--- src/rtl/fpu_add_sub.sv ---
// fpu_add_sub: IEEE-754 binary32 adder/subtractor with a single registered
// output stage. The result and out_valid appear one clock after in_valid.
// Build option FPU_RNE_EN selects round-to-nearest-even. When it is not
// defined, results are truncated toward zero.
module fpu_add_sub (
  input  logic        clk,
  input  logic        rst_n,
  input  logic        in_valid,
  input  logic        Add_nSub,
  input  logic [31:0] A,
  input  logic [31:0] B,
  output logic [31:0] Result,
  output logic        out_valid
);

  logic [31:0]       result_q, result_d;
  logic              out_valid_q, out_valid_d;

  logic [31:0]       calc;
  logic              sa, sb;
  logic              a_nan, b_nan, a_inf, b_inf;
  logic [7:0]        ea, eb;
  logic [22:0]       fa, fb;
  logic [26:0]       xa, xb;
  logic              a_big;
  logic              s_big, s_sml;
  logic [7:0]        e_big, e_sml, e_diff;
  logic [26:0]       x_big, x_sml, x_aln;
  logic [4:0]        sh;
  logic [53:0]       wide;
  logic [27:0]       sum;
  logic [4:0]        lzc;
  logic              lz_found;
  logic [26:0]       norm;
  logic signed [9:0] e_norm, e_fin;
  logic              round_up;
  logic [24:0]       mant_r;
  logic [22:0]       frac;

  // Full add/sub datapath: classify, align, add, normalise, round, special cases.
  always_comb begin
    sa    = A[31];
    sb    = B[31] ^ Add_nSub;
    ea    = A[30:23];
    eb    = B[30:23];
    a_nan = (&ea) && (|A[22:0]);
    b_nan = (&eb) && (|B[22:0]);
    a_inf = (&ea) && !(|A[22:0]);
    b_inf = (&eb) && !(|B[22:0]);

    // Subnormals are flushed to zero: with exponent 0 both the hidden bit
    // and the fraction vanish, so the operand contributes nothing.
    fa = (ea == 8'd0) ? '0 : A[22:0];
    fb = (eb == 8'd0) ? '0 : B[22:0];
    xa = {|ea, fa, 3'b000};
    xb = {|eb, fb, 3'b000};

    a_big = {ea, fa} >= {eb, fb};
    s_big = a_big ? sa : sb;
    s_sml = a_big ? sb : sa;
    e_big = a_big ? ea : eb;
    e_sml = a_big ? eb : ea;
    x_big = a_big ? xa : xb;
    x_sml = a_big ? xb : xa;

    // Clamping the shift at 27 pushes every bit into the sticky field.
    e_diff = e_big - e_sml;
    sh     = (e_diff > 8'd27) ? 5'd27 : e_diff[4:0];
    wide   = {x_sml, 27'b0} >> sh;
    x_aln  = wide[53:27] | {26'b0, |wide[26:0]};

    if (s_big == s_sml) begin
      sum = {1'b0, x_big} + {1'b0, x_aln};
    end else begin
      sum = {1'b0, x_big} - {1'b0, x_aln};
    end

    lzc      = '0;
    lz_found = 1'b0;
    for (int unsigned i = 0; i < 27; i++) begin
      if (!lz_found) begin
        if (sum[26 - i]) begin
          lz_found = 1'b1;
        end else begin
          lzc = lzc + 5'd1;
        end
      end
    end

    if (sum[27]) begin
      norm   = sum[27:1] | {26'b0, sum[0]};
      e_norm = $signed({2'b00, e_big}) + 10'sd1;
    end else begin
      norm   = sum[26:0] << lzc;
      e_norm = $signed({2'b00, e_big}) - $signed({5'b00000, lzc});
    end

`ifdef FPU_RNE_EN
    round_up = norm[2] & (norm[1] | norm[0] | norm[3]);
`else
    round_up = 1'b0;
`endif

    mant_r = {1'b0, norm[26:3]} + {24'b0, round_up};
    if (mant_r[24]) begin
      e_fin = e_norm + 10'sd1;
      frac  = mant_r[23:1];
    end else begin
      e_fin = e_norm;
      frac  = mant_r[22:0];
    end

    if (a_nan || b_nan || (a_inf && b_inf && (sa != sb))) begin
      calc = 32'h7FC0_0000;
    end else if (a_inf) begin
      calc = {sa, 8'hFF, 23'b0};
    end else if (b_inf) begin
      calc = {sb, 8'hFF, 23'b0};
    end else if (sum == 28'd0) begin
      // Only two negative zeros produce a negative zero.
      calc = {sa & sb, 31'b0};
    end else if (e_fin >= 10'sd255) begin
      calc = {s_big, 8'hFF, 23'b0};
    end else if (e_fin <= 10'sd0) begin
      calc = {s_big, 31'b0};
    end else begin
      calc = {s_big, e_fin[7:0], frac};
    end
  end

  // Output register: update only on accepted operands, valid pulses per op.
  always_comb begin
    result_d    = in_valid ? calc : result_q;
    out_valid_d = in_valid;
  end

  // Registered result with asynchronous clear.
  always_ff @(posedge clk or negedge rst_n) begin
    if (!rst_n) begin
      result_q    <= '0;
      out_valid_q <= 1'b0;
    end else begin
      result_q    <= result_d;
      out_valid_q <= out_valid_d;
    end
  end

  assign Result    = result_q;
  assign out_valid = out_valid_q;

endmodule

--- config.mk ---
export PLATFORM = sky130hd
export DESIGN_NAME = fpu_add_sub
export DESIGN_NICKNAME = d
export VERILOG_FILES = /design/src/rtl/fpu_add_sub.sv
export SDC_FILE = /design/constraint.sdc
export NUM_CORES = 1
export LEC_CHECK = 0
export CELL_PAD_IN_SITES_DETAIL_PLACEMENT = 1
export CELL_PAD_IN_SITES_GLOBAL_PLACEMENT = 1
export CORE_MARGIN = 5
export CORE_UTILIZATION = 40
export DETAILED_ROUTE_END_ITERATION = 12
export GPL_TIMING_DRIVEN = 0
export PLACE_DENSITY_LB_ADDON = 0.1
export SETUP_SLACK_MARGIN = 0.1
export SKIP_CTS_REPAIR_TIMING = 1
export SYNTH_ARGS = -nofsm -noshare
export SYNTH_HDL_FRONTEND = slang
export SYNTH_SLANG_ARGS = --single-unit
--- constraint.sdc ---
create_clock -name clk -period 2.3 [get_ports clk]
set_input_delay 0.345 -clock clk [delete_from_list [all_inputs] [get_ports clk]]
set_output_delay 0.345 -clock clk [all_outputs]
set_load 0.01 [all_outputs]
==> metrics.yaml, run 1 <==
worst_setup_path:
  cp_max_fo: 10
  crit_path_frequent_cell: "ha_1"
  max_stage_delay_ns: 0.56
  crit_required_ns: 2.46
  end_kind: "flip-flop"
  crit_arrival_ns: 23.63
  crit_slowest_cell: "or4_1"
  crit_type: "input port to flip-flop"
  critPathLaunchType: "input port"
floorplan:
  ioPinCount: 101
  num_rows: 66
  die_x_um: 192
  core_area_mm2: 0.0327
  start_util: 0.406
  die_area_mm2: 0.0370
  die_h_um: 192
timing:
  worst_slew_pin_slew_ns: 1.48
  rsz0062_at_grt: "true"
  fin_crit_sh: 10.2
  maxSlewViolCount: 0
  slew_headroom: 0.00107
  whs_ns: 0.135
  setup_viol: 32
  min_period_ns: 23.46
  fin_ws_ns: -21.16
  skew_ns: 0
  hold_viol: 0
  clock.fmax_mhz: 42.6
min_path:
  hold_class: "input port to async pin"
synth:
  synth_compound_area_frac: 0.345
  syn_nets: 2104
  ys.warnings.count: 0
  synth.distinct_cells: 120
  synth_xor_area_frac: 0.0640
  synth-seq-cells: 33
  synth_edf_count: 0
  synth_mux_area_frac: 0.0885
  netlist_instances: 1947
  synth_top_family_by_area: "compound AO/OA/AOI/OAI gates"
  avgSynthCellArea_um2: 6.83
  async_flop_share: 1.00
  synth_fa_ha_area_frac: 0.0864
  ys_seq_area_frac: 0.0621
  synthSimpleGateAreaFrac: 0.299
  syn_area_mm2: 0.0133
  synthFlopType: "dfrtp_1"
global_routing:
  antenna_found_initial: 0
  grt_start_max_net_pins: 34
  grt_overflow_total: 0
  grt_pass1_wl_mm: 98.9
  grt_use_total: 0.335
  first_global_vias: 16900
drt:
  drc: 0
  drtAntennaViolNets: 0
  drtPass1Iterations: 5
  via_per_inst: 6.61
  wl_per_cell_um: 26.0
  drt_iter0_drc: 1408
  vias: 17500
  wl_mm: 68.7
clock_network:
  clkSinkCount: 33
  path_clk_slew_ns: 0.06
  clockRootBuffer: "clkbuf_16"
  htreeDepth: 2
  clockBufferDepth: 2
  tritoncts: "yes"
  cts_buffers: 5
  clock_latency_ns: 0.28
pwr:
  p_leak_nw: 7.29
  irDropWorstVdd_v: 0.000529
  p_per_area_mw_per_mm2: 1020
cells_and_area:
  final_cell_mix: "230 x nand2_1, 144 x nor2_1, 140 x buf_4"
  layout_commonest_cell: "nand2_1"
  syn2layout_area_growth_pct: 39.3
  fill_cells: 4072
  diodes: 0
  fin_nets: 2354
  fin_util: 0.566
  final_cells: 2640
  drive_gt1_frac: 0.274
outcome:
  violations: "max-capacitance violations, negative setup slack"
  status: "finished, violations left"
placed_design:
  place.gp.congestion: 1.00
  numPortBuffers: 100
  place_ws_ns: -24.33
  hpwl_mm: 52.6
  dp_cells: 2489
job:
  drv_cap: 1
[metal layers]
metal	up-vias	GRT usage	share of wire
met1	8612	0.432	0.41
met3	214	0.0268	0.056
li1	7899	-	-
met2	726	0.567	0.47
met4	0	0.161	0.060
met5	-	0	0
[flip-flops by register name (all words and copies together), names as in the netlist]
register / cells
out_valid: 1
Result: 32
[metrics by stage]
step	power [mW]	instance area, um^2	setup TNS (ns)
after detailed placement	15.1	15700	-752.63
after floorplan	10.7	14200	-588.97
after CTS	16.0	15900	-746.13
after global routing	19.8	18500	-688.75
after global placement	14.8	15700	-735.31
final	18.8	18500	-657.93
[cells by family (layout without fill, tap and decap cells)]
group	count (synthesis)	count (layout)
simple gates	802	803
compound gates	651	651
buf+inv	177	427
mux	105	105
fa+ha+maj	91	91
xor+xnor	88	88
flops	33	33
[cell type report]
cell class	count	area, um^2	share of cell area
buffer	96	669	0.0362
inverter	78	320	0.0173
clock buffer	7	143	0.00771
timing repair buffer	245	2190	0.118
multi-input combinational	1738	13800	0.745
tap	442	553	0.0299
sequential	33	826	0.0446
clock inverter	1	30.0	0.00162
[cells in the mapped netlist, types with 9 or more instances]
cell	number	area share
and3_1	18	0.0085
nor4_1	29	0.014
or4_1	10	0.0056
a31oi_1	31	0.015
nand2b_1	17	0.0080
nor2_1	162	0.046
mux2_2	27	0.023
a211oi_1	28	0.016
nand4_1	32	0.015
dfrtp_1	33	0.062
ha_1	87	0.082
a21o_1	21	0.012
nor3_1	70	0.026
buf_2	24	0.0090
xnor2_1	48	0.032
a21oi_1	122	0.046
inv_1	73	0.021
a32oi_1	9	0.0059
o21a_1	16	0.0090
o31ai_1	23	0.013
o221ai_1	15	0.0099
a2111oi_0	12	0.0079
nand3_1	63	0.024
clkbuf_1	63	0.018
and2_1	43	0.020
a22oi_1	15	0.0085
o2111ai_1	12	0.0079
o21ai_1	17	0.0064
o21ai_0	142	0.053
xor2_1	33	0.022
nor2b_1	25	0.012
or3_1	14	0.0066
o22ai_1	26	0.012
nand2_1	265	0.075
o211ai_1	22	0.012
mux2i_1	68	0.051
[critical path: cells and delay by family]
| kind | cells | cell delay, ns |
|---|---|---|
| adders and majority gates | 18 | 4.50 |
| xor gates and xnor gates | 2 | 0.47 |
| AOI/OAI and AO/OA | 38 | 8.30 |
| muxes | 9 | 2.05 |
| and+or+nand+nor | 38 | 5.74 |
| buffers and inverters | 17 | 2.12 |
[report_power, final]
part	switching, mW	internal [mW]	total, mW	leakage (nW)
Clock	0.271	0.542	0.812	0.0841
Combinational	10.3	6.64	17.0	6.80
Sequential	0.154	0.846	1.00	0.403
Total	10.8	8.03	18.8	7.29
[path summary, 6_finish.rpt]
path	from	endpoint	slack, ns	cells after the start
max	B[26]	Result[10]	-21.16	122
min	rst_n	Result[26]	0.14	1
max reg2reg	Result[18]	Result[18]	1.33	3
min reg2reg	Result[7]	Result[7]	0.48	2
max in group asynchronous	rst_n	Result[0]	1.68	1
min in group clk	Result[7]	Result[7]	0.48	2
Power figures use the tool's default switching activity.
==> run 2, diff against run 1 <==
- CTS_CLUSTER_DIAMETER: unset -> 80
==> results of run 2 <==
No change in the layout: final DEF, timing and power equal those of run 1.
